==> config.mk <==
export PLATFORM = sky130hd
export DESIGN_NAME = icache_flat
export DESIGN_NICKNAME = d
export VERILOG_FILES = /design/src/rtl/icache_pkg.sv /design/src/rtl/icache_if.sv /design/src/rtl/icache.sv /design/src/flat_wrapper.sv
export SDC_FILE = /design/constraint.sdc
export NUM_CORES = 1
export LEC_CHECK = 0
export BUFFER_PORTS_ARGS = -buffer_cell sky130_fd_sc_hd__buf_4
export CAP_MARGIN = 20
export CELL_PAD_IN_SITES_DETAIL_PLACEMENT = 0
export CELL_PAD_IN_SITES_GLOBAL_PLACEMENT = 1
export CORE_ASPECT_RATIO = 1.5
export CORE_MARGIN = 2
export CORE_UTILIZATION = 59
export DETAILED_ROUTE_END_ITERATION = 10
export HOLD_SLACK_MARGIN = 0.03
export PLACE_DENSITY = 0.95
export SKIP_CTS_REPAIR_TIMING = 1
export SYNTH_ARGS = -nofsm -noshare
export SYNTH_HDL_FRONTEND = slang
export SYNTH_SLANG_ARGS = --single-unit
==> constraint.sdc <==
create_clock -name CLK -period 12.47 [get_ports CLK]
set_clock_uncertainty 0.05 [all_clocks]
set_input_delay 2.494 -clock CLK [delete_from_list [all_inputs] [get_ports CLK]]
set_output_delay 2.494 -clock CLK [all_outputs]
set_load 0.02 [all_outputs]
==> src/rtl/icache_pkg.sv <==
// -----------------------------------------------------------------------------
// icache_pkg
// Shared CPU types used by the instruction cache: the 32-bit word type, the
// cache FSM state encoding, and the frame/address structs for the default
// 16-frame geometry.
// No ports (package).
// -----------------------------------------------------------------------------
package icache_pkg;

  typedef logic [31:0] word_t;

  // Default cache geometry.
  localparam int ICACHE_NSETS = 16;
  localparam int ICACHE_IDX   = $clog2(ICACHE_NSETS);
  localparam int ICACHE_TAGW  = 30 - ICACHE_IDX;

  typedef enum logic {
    IDLE = 1'b0,
    FILL = 1'b1
  } icache_state_t;

  // One cache frame: a single instruction word plus its tag and valid bit.
  typedef struct packed {
    logic                   valid;
    logic [ICACHE_TAGW-1:0] tag;
    word_t                  data;
  } icache_frame_t;

  // Fetch address viewed as {tag, index, byte offset}.
  typedef struct packed {
    logic [ICACHE_TAGW-1:0] tag;
    logic [ICACHE_IDX-1:0]  idx;
    logic [1:0]             bytoff;
  } icachef_t;

endpackage

==> src/rtl/icache_if.sv <==
// -----------------------------------------------------------------------------
// icache_if
// Instruction half of the datapath/cache and cache/memory-controller buses.
//   imemREN  : datapath fetch request
//   imemaddr : fetch byte address
//   imemload : instruction word returned on a hit (0 otherwise)
//   ihit     : fetch hit this cycle
//   iREN     : read request to the memory controller
//   iaddr    : word-aligned fill address
//   iload    : fill data from the memory controller
//   iwait    : memory controller busy
// Modports:
//   slave  - the cache itself
//   master - the surrounding environment (datapath fetch + memory controller)
// -----------------------------------------------------------------------------
interface icache_if;
  import icache_pkg::*;

  logic  imemREN;
  word_t imemaddr;
  word_t imemload;
  logic  ihit;
  logic  iREN;
  word_t iaddr;
  word_t iload;
  logic  iwait;

  modport slave (
    input  imemREN, imemaddr, iload, iwait,
    output imemload, ihit, iREN, iaddr
  );

  modport master (
    output imemREN, imemaddr, iload, iwait,
    input  imemload, ihit, iREN, iaddr
  );

endinterface

==> src/rtl/icache.sv <==
// -----------------------------------------------------------------------------
// icache
// Direct-mapped, read-only instruction cache with one-word frames. Hits return
// the instruction combinationally in the same cycle; a miss drops ihit and runs
// a single-word fill from the memory controller, after which the fetch is
// looked up again and hits.
// Parameters:
//   NSETS : number of frames (power of two, >= 2)
// Ports:
//   CLK   : clock, rising edge
//   RST   : synchronous active-high reset
//   bus   : icache_if.slave (fetch port + memory-controller instruction port)
// -----------------------------------------------------------------------------
module icache
  import icache_pkg::*;
#(
  parameter int NSETS = ICACHE_NSETS
) (
  input  logic     CLK,
  input  logic     RST,
  icache_if.slave  bus
);

  localparam int IDX  = $clog2(NSETS);
  localparam int TAGW = 30 - IDX;

  // Same layout as icache_frame_t / icachef_t, sized for this instance's NSETS.
  typedef struct packed {
    logic            valid;
    logic [TAGW-1:0] tag;
    word_t           data;
  } frame_t;

  typedef struct packed {
    logic [TAGW-1:0] tag;
    logic [IDX-1:0]  idx;
    logic [1:0]      bytoff;
  } addr_t;

  frame_t          r_frames [NSETS];
  icache_state_t   r_state;
  icache_state_t   w_next_state;
  logic [TAGW-1:0] r_miss_tag;
  logic [IDX-1:0]  r_miss_idx;

  addr_t  w_addr;
  frame_t w_frame;
  logic   w_lookup_hit;
  logic   w_miss_start;
  logic   w_fill_done;
  logic   w_unused_bytoff;

  assign w_addr          = addr_t'(bus.imemaddr);
  assign w_frame         = r_frames[w_addr.idx];
  assign w_lookup_hit    = w_frame.valid && (w_frame.tag == w_addr.tag);
  // Instruction fetches are word-granular; the byte offset carries no information.
  assign w_unused_bytoff = ^w_addr.bytoff;

  // Next-state logic and all bus outputs.
  // NOTE: every output gets a default before the case so no path leaves one
  // unassigned, which would otherwise infer a latch.
  always_comb begin
    w_next_state = r_state;
    w_miss_start = 1'b0;
    w_fill_done  = 1'b0;
    bus.ihit     = 1'b0;
    bus.imemload = '0;
    bus.iREN     = 1'b0;
    bus.iaddr    = '0;

    unique case (r_state)
      IDLE: begin
        if (bus.imemREN) begin
          if (w_lookup_hit) begin
            bus.ihit     = 1'b1;
            bus.imemload = w_frame.data;
          end else begin
            w_miss_start = 1'b1;
            w_next_state = FILL;
          end
        end
      end

      FILL: begin
        // The fill targets the latched miss address, so a branch redirect on
        // imemaddr during FILL does not disturb iaddr or the frame written.
        bus.iREN  = 1'b1;
        bus.iaddr = {r_miss_tag, r_miss_idx, 2'b00};
        if (!bus.iwait) begin
          w_fill_done  = 1'b1;
          w_next_state = IDLE;
        end
      end

      default: w_next_state = IDLE;
    endcase
  end

  // Frame array, FSM state and miss register.
  // NOTE: state is updated with non-blocking assignments so every register
  // samples the pre-edge values, independent of statement order.
  always_ff @(posedge CLK) begin
    if (RST) begin
      r_state    <= IDLE;
      r_miss_tag <= '0;
      r_miss_idx <= '0;
      // NOTE: only the valid bits are cleared; tag and data are don't-care
      // while invalid, so the storage arrays carry no reset.
      for (int i = 0; i < NSETS; i++) begin
        r_frames[i].valid <= 1'b0;
      end
    end else begin
      r_state <= w_next_state;
      if (w_miss_start) begin
        r_miss_tag <= w_addr.tag;
        r_miss_idx <= w_addr.idx;
      end
      // A fill unconditionally overwrites its frame (silent eviction).
      if (w_fill_done) begin
        r_frames[r_miss_idx] <= '{valid: 1'b1, tag: r_miss_tag, data: bus.iload};
      end
    end
  end

endmodule

==> src/flat_wrapper.sv <==
// flat-port wrapper written by rule: the top's interface ports become plain ports
module icache_flat import icache_pkg::*;
#(
  parameter int NSETS = ICACHE_NSETS
)
  (CLK, RST, bus_imemREN, bus_imemaddr, bus_iload, bus_iwait, bus_imemload, bus_ihit, bus_iREN, bus_iaddr);
  icache_if bus_i ();
  input  logic CLK;
  input  logic RST;
  input wire logic [$bits(bus_i.imemREN)-1:0] bus_imemREN;
  input wire logic [$bits(bus_i.imemaddr)-1:0] bus_imemaddr;
  input wire logic [$bits(bus_i.iload)-1:0] bus_iload;
  input wire logic [$bits(bus_i.iwait)-1:0] bus_iwait;
  output wire logic [$bits(bus_i.imemload)-1:0] bus_imemload;
  output wire logic [$bits(bus_i.ihit)-1:0] bus_ihit;
  output wire logic [$bits(bus_i.iREN)-1:0] bus_iREN;
  output wire logic [$bits(bus_i.iaddr)-1:0] bus_iaddr;
  assign bus_i.imemREN = bus_imemREN;
  assign bus_i.imemaddr = bus_imemaddr;
  assign bus_i.iload = bus_iload;
  assign bus_i.iwait = bus_iwait;
  assign bus_imemload = bus_i.imemload;
  assign bus_ihit = bus_i.ihit;
  assign bus_iREN = bus_i.iREN;
  assign bus_iaddr = bus_i.iaddr;
  icache #(.NSETS(NSETS)) u_core (.CLK(CLK), .RST(RST), .bus(bus_i));
endmodule
==> out/qor.csv, run 1 <==
stage,metric,value,unit
outcome,status,"finished, final reports clean",
synthesis,Synth async-reset ratio,0,
synthesis,Yosys reg bits,975,
setup_path,CP startpoint kind,input pin,
power_and_ir_drop,leakage power,14.1,nW
floorplanning,Die Y-Extent,316,um
place,gpl congestion,0.763,
floorplanning,Core Area,64500,um^2
drt,drt initial violations,2660,
sta,worst slew pin tran,1120,ps
global_route,GRT Overall Usage,0.287,
synthesis,Synth Flop Type,edfxtp_1,
power_and_ir_drop,peak supply drop,0.000146,V
synthesis,number of synthesized flops with an enable pin,928,
global_route,GRT overflow,0,
setup_path,CP max-delay cell,buf_4,
sta,Slew Limit Fails,0,
global_route,first-pass GRT wire length,136000,um
drt,DR WL/cell,32.3,um
sta,max frequency,98.9,MHz
setup_path,CP most frequent cell,buf_4,
setup_path,Worst EP arrival,7560,ps
sta,crit share post-route,0.811,
final_layout,layout cells sized above 1,0.294,
setup_path,max incr delay on CP,810,ps
clock_tree,CTS max path bufs,3,
clock_tree,H-tree levels,3,
clock_tree,"CTS clk-pin slew, worst paths",60,ps
sta,final setup TNS,0,ps
clock_tree,CTS buffer count,87,
synthesis,Mapped Cells,1815,
sta,Slew HR,0.251,
power_and_ir_drop,switch share,0.215,
sta,final hold viol count,0,
global_route,initial antenna violation count,2,
setup_path,Worst Setup End Kind,primary output,
hold_path,worst min path class,flop to flop,
synthesis,synthesized area,38400,um^2
setup_path,CP max FO,87,
floorplanning,Die Width,212,um
power_and_ir_drop,Reg power frac,0.554,
final_layout,most frequent cells in the layout,"edfxtp_1 (928), mux4_2 (265), buf_4 (164)",
setup_path,flop2flop setup slack,8540,ps
setup_path,Critical Path RT,9930,ps
drt,# DRC,0,
clock_tree,root buffer cell,clkbuf_16,
synthesis,Netlist cell types,55,
sta,Period minus WS final,10110,ps
floorplanning,Die ar.,67200,um^2
final_layout,Layout Area Growth over Synthesis,12.5,%
power_and_ir_drop,Pwr per Cell Area,154,nW/um^2
drt,ANT nets after route,0,
sta,Hold Slack,424,ps
setup_path,crit-path cells,buf_8 > buf_4 > mux4_2 > mux2i_1 > mux2i_1 > xor2_1 > or4_1 > or4_4 > nor4_4 > buf_4 > and2_1 > buf_4,
floorplanning,Ports,134,
floorplanning,row cnt,114,
power_and_ir_drop,Clock Power Share,0.395,
drt,Routed WL,93900,um
synthesis,Ys Warns,0,
power_and_ir_drop,Internal,5.22,mW
global_route,number of global-route vias before repair,20397,
power_and_ir_drop,P_sw,1.43,mW
clock_tree,CTS tree,yes,
flow_run,MaxCap Viol Count,0,
floorplanning,Initial Util,0.595,
final_layout,nets@finish,2030,
power_and_ir_drop,Gate power share,0.051,
drt,Via density,6.72,
clock_tree,clock sinks,975,
synthesis,post-synthesis sequential area ratio,0.750,
drt,Pre-Repair DR Iteration Count,7,
synthesis,Syn Area/Cell,21.2,um^2
global_route,largest net degree at the start of global routing,99,
place,Port Buffers,129,
final_layout,"most common cell after layout, fill and taps aside",edfxtp_1,
drt,vias,19515,
clock_tree,Clock Latency Late Sink,650,ps
setup_path,Worst Setup Path Type,input pin to primary output,
sta,RSZ-0062 raised after global routing,false,
place,HPWL after detailed placement,46600,um
sta,Final setup viols,0,
## synthesized netlist by cell type (all sizes together) (30+ instances only)
cell type,number,share of area
a21oi,31,0.0040
and2,63,0.010
buf,63,0.010
clkbuf,49,0.0048
dfxtp,47,0.025
edfxtp,928,0.73
mux2i,44,0.011
mux4,265,0.16
nand2,44,0.0043
nor2,53,0.0052
o21ai,41,0.0053
o311ai,30,0.0070
## metrics by stage
step | worst slack [ps] | instance area (um^2) | util | std cells | total power [mW]
6_report | 2360 | 43200 | 0.670 | 2906 | 6.64
5_1_grt | 2080 | 43200 | 0.670 | 2905 | 6.81
4_1_cts | 2340 | 43100 | 0.669 | 2902 | 6.66
3_3_place_gp | 2560 | 40300 | 0.625 | 2741 | 4.06
2_1_floorplan | 4340 | 38400 | - | 1816 | 3.95
3_5_place_dp | 2430 | 40300 | 0.625 | 2741 | 4.08
## sequential cells by signal (all words and copies together) (netlist names)
name,count
u_core.r_frames,944
u_core.r_miss_tag,26
u_core.r_miss_idx,4
u_core.r_state,1
## kinds of logic after synthesis
family | after synthesis | synth area share
flip-flops | 975 | 0.750
multiplexers | 319 | 0.170
AND/OR/NAND/NOR | 230 | 0.0322
AO/OA/AOI/OAI | 137 | 0.0236
buffers and inverters | 116 | 0.0152
XOR/XNOR | 37 | 0.00864
other | 1 | 0.0000977
## layout make-up
| type | count | area [um^2] |
|---|---|---|
| multi-input cells | 725 | 9130 |
| clock buffers | 114 | 2370 |
| flip-flops and latches | 975 | 28800 |
| well taps | 870 | 1090 |
| repair buffers | 169 | 1320 |
| diodes | 2 | 5.00 |
| clock inverters | 47 | 445 |
| inverters | 4 | 15.0 |
| fillers | 3945 | 21300 |
## worst max-delay path: cells and delay by family
| kind | cells | cell delay [ps] |
|---|---|---|
| XOR/XNOR | 1 | 220 |
| AND/OR/NAND/NOR | 4 | 1580 |
| buffers and inverters | 4 | 2090 |
| multiplexers | 3 | 920 |
## power groups by stage
stage	clock, mW	combinational (mW)	sequential (mW)
floorplan	0	0.218	3.73
global placement	0	0.322	3.74
detailed placement	0	0.332	3.75
CTS	2.65	0.338	3.68
global route	2.77	0.358	3.68
finish	2.62	0.337	3.68
## per-layer routing
metal | vias to the layer above | GRT usage | part of all wire
li1 | 7818 | - | -
met1 | 10184 | 0.369 | 0.35
met2 | 1297 | 0.490 | 0.53
met3 | 216 | 0.0468 | 0.090
met4 | 0 | 0.128 | 0.037
met5 | - | 0 | 0
## final timing paths
check,startpoint,cells past startpoint,endpoint
max,bus_imemaddr[2],12,bus_imemload[0]
min,u_core.r_frames[14][58],1,u_core.r_frames[14][58]
max reg2reg,u_core.r_frames[7][48],8,u_core.r_miss_tag[1]
min reg2reg,u_core.r_frames[14][58],1,u_core.r_frames[14][58]
(Power assumes the default switching activity.)
==> inputs of run 2 (changes only) <==
--- a/config.mk
+++ b/config.mk
@@ -11,10 +11,10 @@
 export CELL_PAD_IN_SITES_GLOBAL_PLACEMENT = 1
 export CORE_ASPECT_RATIO = 1.5
 export CORE_MARGIN = 2
-export CORE_UTILIZATION = 59
+export CORE_UTILIZATION = 55
 export DETAILED_ROUTE_END_ITERATION = 10
 export HOLD_SLACK_MARGIN = 0.03
-export PLACE_DENSITY = 0.95
+export PLACE_DENSITY = 0.92
 export SKIP_CTS_REPAIR_TIMING = 1
 export SYNTH_ARGS = -nofsm -noshare
 export SYNTH_HDL_FRONTEND = slang
==> constraint.sdc (replaced) <==
create_clock -name CLK -period 9.75 [get_ports CLK]
set_clock_uncertainty 0.05 [all_clocks]
set_input_delay 1.95 -clock CLK [delete_from_list [all_inputs] [get_ports CLK]]
set_output_delay 1.95 -clock CLK [all_outputs]
set_load 0.02 [all_outputs]
==> run 2 against run 1 <==
  * The flow now finishes with violations (antenna violations)
  * Non-clock buffer count rose by 1
  * Worst setup slack got worse by 960 ps
  * Sequential power rose by 28%
  * Flip-flop and latch count did not move
  * Combinational power rose by 28%
  * Highest routed layer is now met5
==> out/qor.csv, run 2 (synthesized netlist as in run 1, its figures left out) <==
stage,metric,value,unit,change
floorplanning,Die Width,220,um,was 212 um
hold_path,Hold Path Depth,1,,unchanged
final_layout,largest registers,"u_core.r_frames: 944 flops, u_core.r_miss_tag: 26 flops, u_core.r_miss_idx: 4 flops",,unchanged
setup_path,flop2flop setup slack,5930,ps,was 8540 ps
power_and_ir_drop,Pwr per Cell Area,197,nW/um^2,was 154 nW/um^2
hold_path,Min-Delay Endpoint,u_core.r_frames[1][58],,was u_core.r_frames[14][58]
power_and_ir_drop,leakage power,14.1,nW,about the same
setup_path,CP max-delay cell,buf_8,,was buf_4
sta,Slew HR,0.239,,was 0.251
sta,final setup TNS,0,ps,unchanged
drt,vias,19237,,was 19515
clock_tree,Clock Latency Late Sink,650,ps,about the same
floorplanning,Initial Util,0.556,,was 0.595
final_layout,Layout Area Growth over Synthesis,12.4,%,was 12.5%
setup_path,max incr delay on CP,690,ps,was 810 ps
global_route,GRT Overall Usage,0.257,,was 0.287
global_route,initial antenna violation count,5,,was 2
final_layout,non-filler instance count after layout,2936,,was 2906
global_route,first-pass GRT wire length,132000,um,was 136000 um
global_route,number of global-route vias before repair,19888,,was 20397
floorplanning,Ports,134,,unchanged
setup_path,Worst EP arrival,6350,ps,was 7560 ps
place,HPWL after detailed placement,45600,um,was 46600 um
hold_path,hold path startpoint,u_core.r_frames[1][58],,was u_core.r_frames[14][58]
drt,Via density,6.55,,was 6.72
final_layout,most frequent cells in the layout,"edfxtp_1 (928), mux4_2 (265), buf_4 (165)",,"was edfxtp_1 (928), mux4_2 (265), buf_4 (164)"
sta,RSZ-0062 raised after global routing,false,,unchanged
clock_tree,"CTS clk-pin slew, worst paths",60,ps,about the same
drt,drt initial violations,2716,,was 2660
setup_path,CP max FO,83,,was 87
place,gpl congestion,0.778,,was 0.763
clock_tree,CTS tree,yes,,unchanged
drt,Routed WL,90300,um,was 93900 um
final_layout,"most common cell after layout, fill and taps aside",edfxtp_1,,unchanged
clock_tree,H-tree levels,3,,unchanged
drt,# DRC,0,,unchanged
clock_tree,CTS max path bufs,3,,unchanged
drt,ANT nets after route,1,,was 0
sta,Period minus WS final,8350,ps,
drt,Pre-Repair DR Iteration Count,5,,was 7
final_layout,nets@finish,2031,,was 2030
final_layout,Largest register FFs,944,,unchanged
floorplanning,Die Y-Extent,328,um,was 316 um
setup_path,reg2reg start,u_core.r_frames[1][38],,was u_core.r_frames[7][48]
setup_path,crit-path cells,buf_8 > buf_4 > mux4_2 > mux4_2 > xnor2_2 > nand2_1 > or4_4 > nor4_4 > buf_4 > and2_1 > buf_4,,was buf_8 > buf_4 > mux4_2 > mux2i_1 > mux2i_1 > xor2_1 > or4_1 > or4_4 > nor4_4 > buf_4 > and2_1 > buf_4
drt,DR WL/cell,30.8,um,was 32.3 um
flow_run,MaxCap Viol Count,0,,unchanged
sta,max frequency,120,MHz,
floorplanning,Core Area,69100,um^2,was 64500 um^2
setup_path,r2r endpoint,u_core.r_miss_idx[3],,was u_core.r_miss_tag[1]
global_route,largest net degree at the start of global routing,105,,was 99
setup_path,Worst Setup End Kind,primary output,,unchanged
sta,worst slew pin tran,1140,ps,was 1120 ps
sta,Final setup viols,0,,unchanged
sta,Slew Limit Fails,0,,unchanged
setup_path,Critical Path RT,7750,ps,was 9930 ps
global_route,GRT overflow,0,,unchanged
outcome,failing checks,antenna violations,,
place,Port Buffers,129,,unchanged
floorplanning,row cnt,118,,was 114
clock_tree,CTS buffer count,87,,unchanged
power_and_ir_drop,peak supply drop,0.000222,V,was 0.000146 V
setup_path,Worst Setup Path Type,input pin to primary output,,unchanged
sta,crit share post-route,0.857,,
clock_tree,clock sinks,975,,unchanged
sta,final hold viol count,0,,unchanged
final_layout,layout cells sized above 1,0.292,,was 0.294
setup_path,FF-to-FF path depth,10,,was 8
clock_tree,root buffer cell,clkbuf_16,,unchanged
hold_path,worst min path class,flop to flop,,unchanged
floorplanning,Die ar.,72000,um^2,was 67200 um^2
setup_path,CP most frequent cell,buf_4,,unchanged
place,placed insts,2772,,was 2741
setup_path,CP startpoint kind,input pin,,unchanged
final_layout,Largest Register,u_core.r_frames,,unchanged
outcome,status,finished with violations,,"was finished, final reports clean"
==> run 2: cell count changes in the layout (fill, tap and decap cells not counted), sizes merged <==
| cell | previous run | this run |
|---|---|---|
| clkinv | 39 | 30 |
| clkbuf | 114 | 107 |
| diode | 2 | 8 |
| bufinv | 4 | 8 |
| clkinvlp | 2 | 6 |
| buf | 169 | 170 |
| inv | 6 | 7 |
==> run 2: worst max-delay path by stage <==
stage	endpoint	cells after the start	slack, ps	start
final	bus_imemload[31]	11	1400	bus_imemaddr[2]
after global placement	bus_imemload[31]	11	1410	bus_imemaddr[2]
after global routing	bus_imemload[31]	11	1110	bus_imemaddr[2]
after floorplan	bus_imemload[22]	12	2710	bus_imemaddr[4]
after CTS	bus_imemload[31]	11	1310	bus_imemaddr[2]
after detailed placement	bus_imemload[31]	11	1330	bus_imemaddr[2]
==> run 2: worst max-delay path, delay by kind of cell <==
family	cells	cell delay, ps
AND/OR/NAND/NOR	4	1150
multiplexers	2	1120
buffers and inverters	4	1840
XOR/XNOR	1	180
==> run 2: final cells by class <==
class / count / area [um^2]
Timing Repair Buffer: 170 / 1320
Fill cell: 4498 / 25900
Clock inverter: 47 / 470
Antenna cell: 8 / 20.0
Multi-Input combinational cell: 725 / 9130
Sequential cell: 975 / 28800
Tap cell: 900 / 1130
Clock buffer: 107 / 2270
Inverter: 4 / 15.0
==> run 2: layer usage <==
layer | track usage | wire (um)
met3 | 0.0392 | 7580
met4 | 0.101 | 2860
met2 | 0.435 | 47400
met5 | 0 | 23
met1 | 0.338 | 32500
==> run 2: power breakdown <==
group | switching [mW] | internal, mW | total, mW | leakage (nW)
combinational | 0.240 | 0.190 | 0.430 | 3.94
clock | 1.48 | 1.87 | 3.35 | 1.33
sequential | 0.0656 | 4.64 | 4.71 | 8.83
==> run 2: metrics by stage <==
| stage | worst slack [ps] | power, mW | hold slack [ps] | util | cell area, um^2 |
|---|---|---|---|---|---|
| finish | 1400 | 8.49 | 403 | 0.625 | 43200 |
| floorplan | 2710 | 5.05 | 372 | - | 38400 |
| global route | 1110 | 8.70 | 421 | 0.624 | 43100 |
| global placement | 1410 | 5.20 | 379 | 0.584 | 40400 |
| CTS | 1310 | 8.52 | 404 | 0.624 | 43100 |
| detailed placement | 1330 | 5.22 | 389 | 0.584 | 40400 |
==> inputs of run 3 (changes only) <==
--- a/config.mk
+++ b/config.mk
@@ -15,6 +15,7 @@
 export DETAILED_ROUTE_END_ITERATION = 10
 export HOLD_SLACK_MARGIN = 0.03
 export PLACE_DENSITY = 0.92
+export REMOVE_ABC_BUFFERS = 1
 export SKIP_CTS_REPAIR_TIMING = 1
 export SYNTH_ARGS = -nofsm -noshare
 export SYNTH_HDL_FRONTEND = slang
==> run 3 against run 2 <==
  * The run now ends clean
  * Critical path depth up 1
  * Utilization shrank 0.13 points
  * Fmax up 3.7%
  * Design area decreased by 0.21%
  * Combinational power is 2% lower
  * Count of clock-buffer cells in the layout grew 4
  * Sequential power about the same
  * Final cell count shrank 0.34%
==> out/qor.csv, run 3 (synthesized netlist as in run 1, its figures left out) <==
stage,metric,value,unit,change
global_route,first-pass GRT wire length,134000,um,was 132000 um
clock_tree,H-tree levels,3,,unchanged
drt,DR WL/cell,31.4,um,was 30.8 um
sta,max frequency,124,MHz,was 120 MHz
final_layout,layout cells sized above 1,0.292,,about the same
final_layout,nets@finish,2025,,was 2031
sta,Final setup viols,0,,unchanged
setup_path,flop2flop setup slack,5850,ps,was 5930 ps
floorplanning,Die Y-Extent,328,um,unchanged
power_and_ir_drop,Gate power share,0.050,,was 0.051
setup_path,max incr delay on CP,630,ps,was 690 ps
place,gpl congestion,0.730,,was 0.778
final_layout,Layout Area Growth over Synthesis,12.2,%,was 12.4%
clock_tree,clock sinks,975,,unchanged
final_layout,number of fill cells,4567,,was 4498
global_route,GRT Overall Usage,0.260,,was 0.257
power_and_ir_drop,Internal,6.66,mW,was 6.70 mW
setup_path,Worst EP arrival,6050,ps,was 6350 ps
setup_path,Worst Setup Path Type,input pin to primary output,,unchanged
global_route,number of global-route vias before repair,20354,,was 19888
final_layout,most frequent cells in the layout,"edfxtp_1 (928), mux4_2 (265), buf_4 (164)",,"was edfxtp_1 (928), mux4_2 (265), buf_4 (165)"
setup_path,crit-path cells,buf_8 > buf_4 > mux4_2 > mux2i_1 > xnor2_1 > o21ai_1 > nand2_1 > or4_4 > nor4_4 > buf_4 > and2_1 > buf_4,,was buf_8 > buf_4 > mux4_2 > mux4_2 > xnor2_2 > nand2_1 > or4_4 > nor4_4 > buf_4 > and2_1 > buf_4
global_route,initial antenna violation count,3,,was 5
floorplanning,Initial Util,0.556,,unchanged
clock_tree,CTS max path bufs,3,,unchanged
final_layout,Largest register FFs,944,,unchanged
drt,ANT nets after route,0,,was 1
clock_tree,CTS buffer count,83,,was 87
drt,drt initial violations,2443,,was 2716
drt,Via density,6.65,,was 6.55
power_and_ir_drop,peak supply drop,0.000159,V,was 0.000222 V
power_and_ir_drop,Reg power frac,0.559,,was 0.554
power_and_ir_drop,Design Power,8.43,mW,was 8.49 mW
floorplanning,Die ar.,72000,um^2,unchanged
power_and_ir_drop,leakage power,14.0,nW,was 14.1 nW
sta,RSZ-0062 raised after global routing,false,,unchanged
sta,Period minus WS final,8050,ps,was 8350 ps
power_and_ir_drop,P_sw,1.77,mW,was 1.79 mW
place,Port Buffers,129,,unchanged
setup_path,CP max FO,79,,was 83
sta,final setup TNS,0,ps,unchanged
flow_run,MaxCap Viol Count,0,,unchanged
drt,Routed WL,92000,um,was 90300 um
setup_path,"CP delay by family, top",buffers and inverters,,unchanged
sta,final hold viol count,0,,unchanged
sta,Slew HR,0.229,,was 0.239
setup_path,CP most frequent cell,buf_4,,unchanged
power_and_ir_drop,Clock Power Share,0.391,,was 0.395
place,placed insts,2772,,unchanged
outcome,status,"finished, final reports clean",,was finished with violations
sta,Slew Limit Fails,0,,unchanged
clock_tree,"CTS clk-pin slew, worst paths",60,ps,about the same
floorplanning,Core Area,69100,um^2,unchanged
place,HPWL after detailed placement,46600,um,was 45600 um
power_and_ir_drop,Pwr per Cell Area,196,nW/um^2,was 197 nW/um^2
drt,vias,19449,,was 19237
place,DP Worst Slack,1610,ps,was 1330 ps
final_layout,non-filler instance count after layout,2926,,was 2936
drt,Pre-Repair DR Iteration Count,8,,was 5
setup_path,critical path buffer and inverter count,4,,unchanged
final_layout,"most common cell after layout, fill and taps aside",edfxtp_1,,unchanged
final_layout,Largest Register,u_core.r_frames,,unchanged
floorplanning,Ports,134,,unchanged
clock_tree,CTS tree,yes,,unchanged
power_and_ir_drop,switch share,0.210,,about the same
global_route,GRT overflow,0,,unchanged
floorplanning,row cnt,118,,unchanged
drt,# DRC,0,,unchanged
clock_tree,Clock Latency Late Sink,640,ps,was 650 ps
final_layout,largest registers,"u_core.r_frames: 944 flops, u_core.r_miss_tag: 26 flops, u_core.r_miss_idx: 4 flops",,unchanged
hold_path,worst min path class,flop to flop,,unchanged
setup_path,Worst Setup End Kind,primary output,,unchanged
setup_path,CP max-delay cell,buf_8,,unchanged
floorplanning,Die Width,220,um,unchanged
global_route,largest net degree at the start of global routing,81,,was 105
setup_path,Critical Path RT,7750,ps,about the same
sta,fin worst setup slack,1700,ps,was 1400 ps
sta,worst slew pin tran,1160,ps,was 1140 ps
setup_path,CP startpoint kind,input pin,,unchanged
clock_tree,root buffer cell,clkbuf_16,,unchanged
sta,Hold Slack,418,ps,was 403 ps
sta,crit share post-route,0.826,,was 0.857
==> run 3: changes by cell type in the layout (fill, tap and decap cells not counted), moves of 2 or more <==
cell       before  now
clkinv_1       14   12
clkinv_8        2    0
buf_12          2    0
diode_2         8    2
clkbuf_1       18   20
clkinv_2       13   11
bufinv_16       8    6
clkbuf_8        2    4
==> run 3: final timing paths <==
check / start / endpoint / cells after the start
min: u_core.r_frames[4][58] / u_core.r_frames[4][58] / 1
max reg2reg: u_core.r_frames[2][35] / u_core.r_miss_tag[18] / 8
max: bus_imemaddr[2] / bus_imemload[8] / 12
min reg2reg: u_core.r_frames[4][58] / u_core.r_frames[4][58] / 1
==> run 3: power by group through the flow <==
stage / sequential, mW / combinational (mW) / clock, mW
after floorplan: 4.77 / 0.220 / 0
after global placement: 4.79 / 0.404 / 0
after detailed placement: 4.80 / 0.419 / 0
after CTS: 4.71 / 0.424 / 3.33
after global routing: 4.71 / 0.450 / 3.46
final: 4.71 / 0.422 / 3.30
==> run 3: metal layers <==
metal / routed length (um) / GRT usage / up-vias
li1: - / - / 7832
met1: 32200 / 0.336 / 10110
met2: 48200 / 0.439 / 1281
met3: 7900 / 0.0394 / 226
met4: 3670 / 0.115 / 0
met5: 0 / 0 / -
==> run 3: final cells by class <==
class	count	area, um^2	share of cell area
well taps	900	1130	0.0261
multi-input cells	725	9130	0.212
clock buffers	111	2310	0.0536
diodes	2	5.00	0.000116
clock inverters	41	379	0.00880
repair buffers	168	1300	0.0302
inverters	4	15.0	0.000349
flip-flops and latches	975	28800	0.669
==> run 3: stage by stage <==
stage / cell area, um^2 / util
after floorplan: 37800 / -
after global placement: 40300 / 0.584
after detailed placement: 40400 / 0.584
after CTS: 43100 / 0.623
after global routing: 43100 / 0.623
final: 43100 / 0.623
==> run 3: worst reg2reg max path: cells and delay by family, from the launching register on <==
kind            cells  cell delay, ps
buf+inv             1             380
compound gates      2             460
xor+xnor            1             180
flops               1             410
simple gates        2            1220
mux                 2            1030
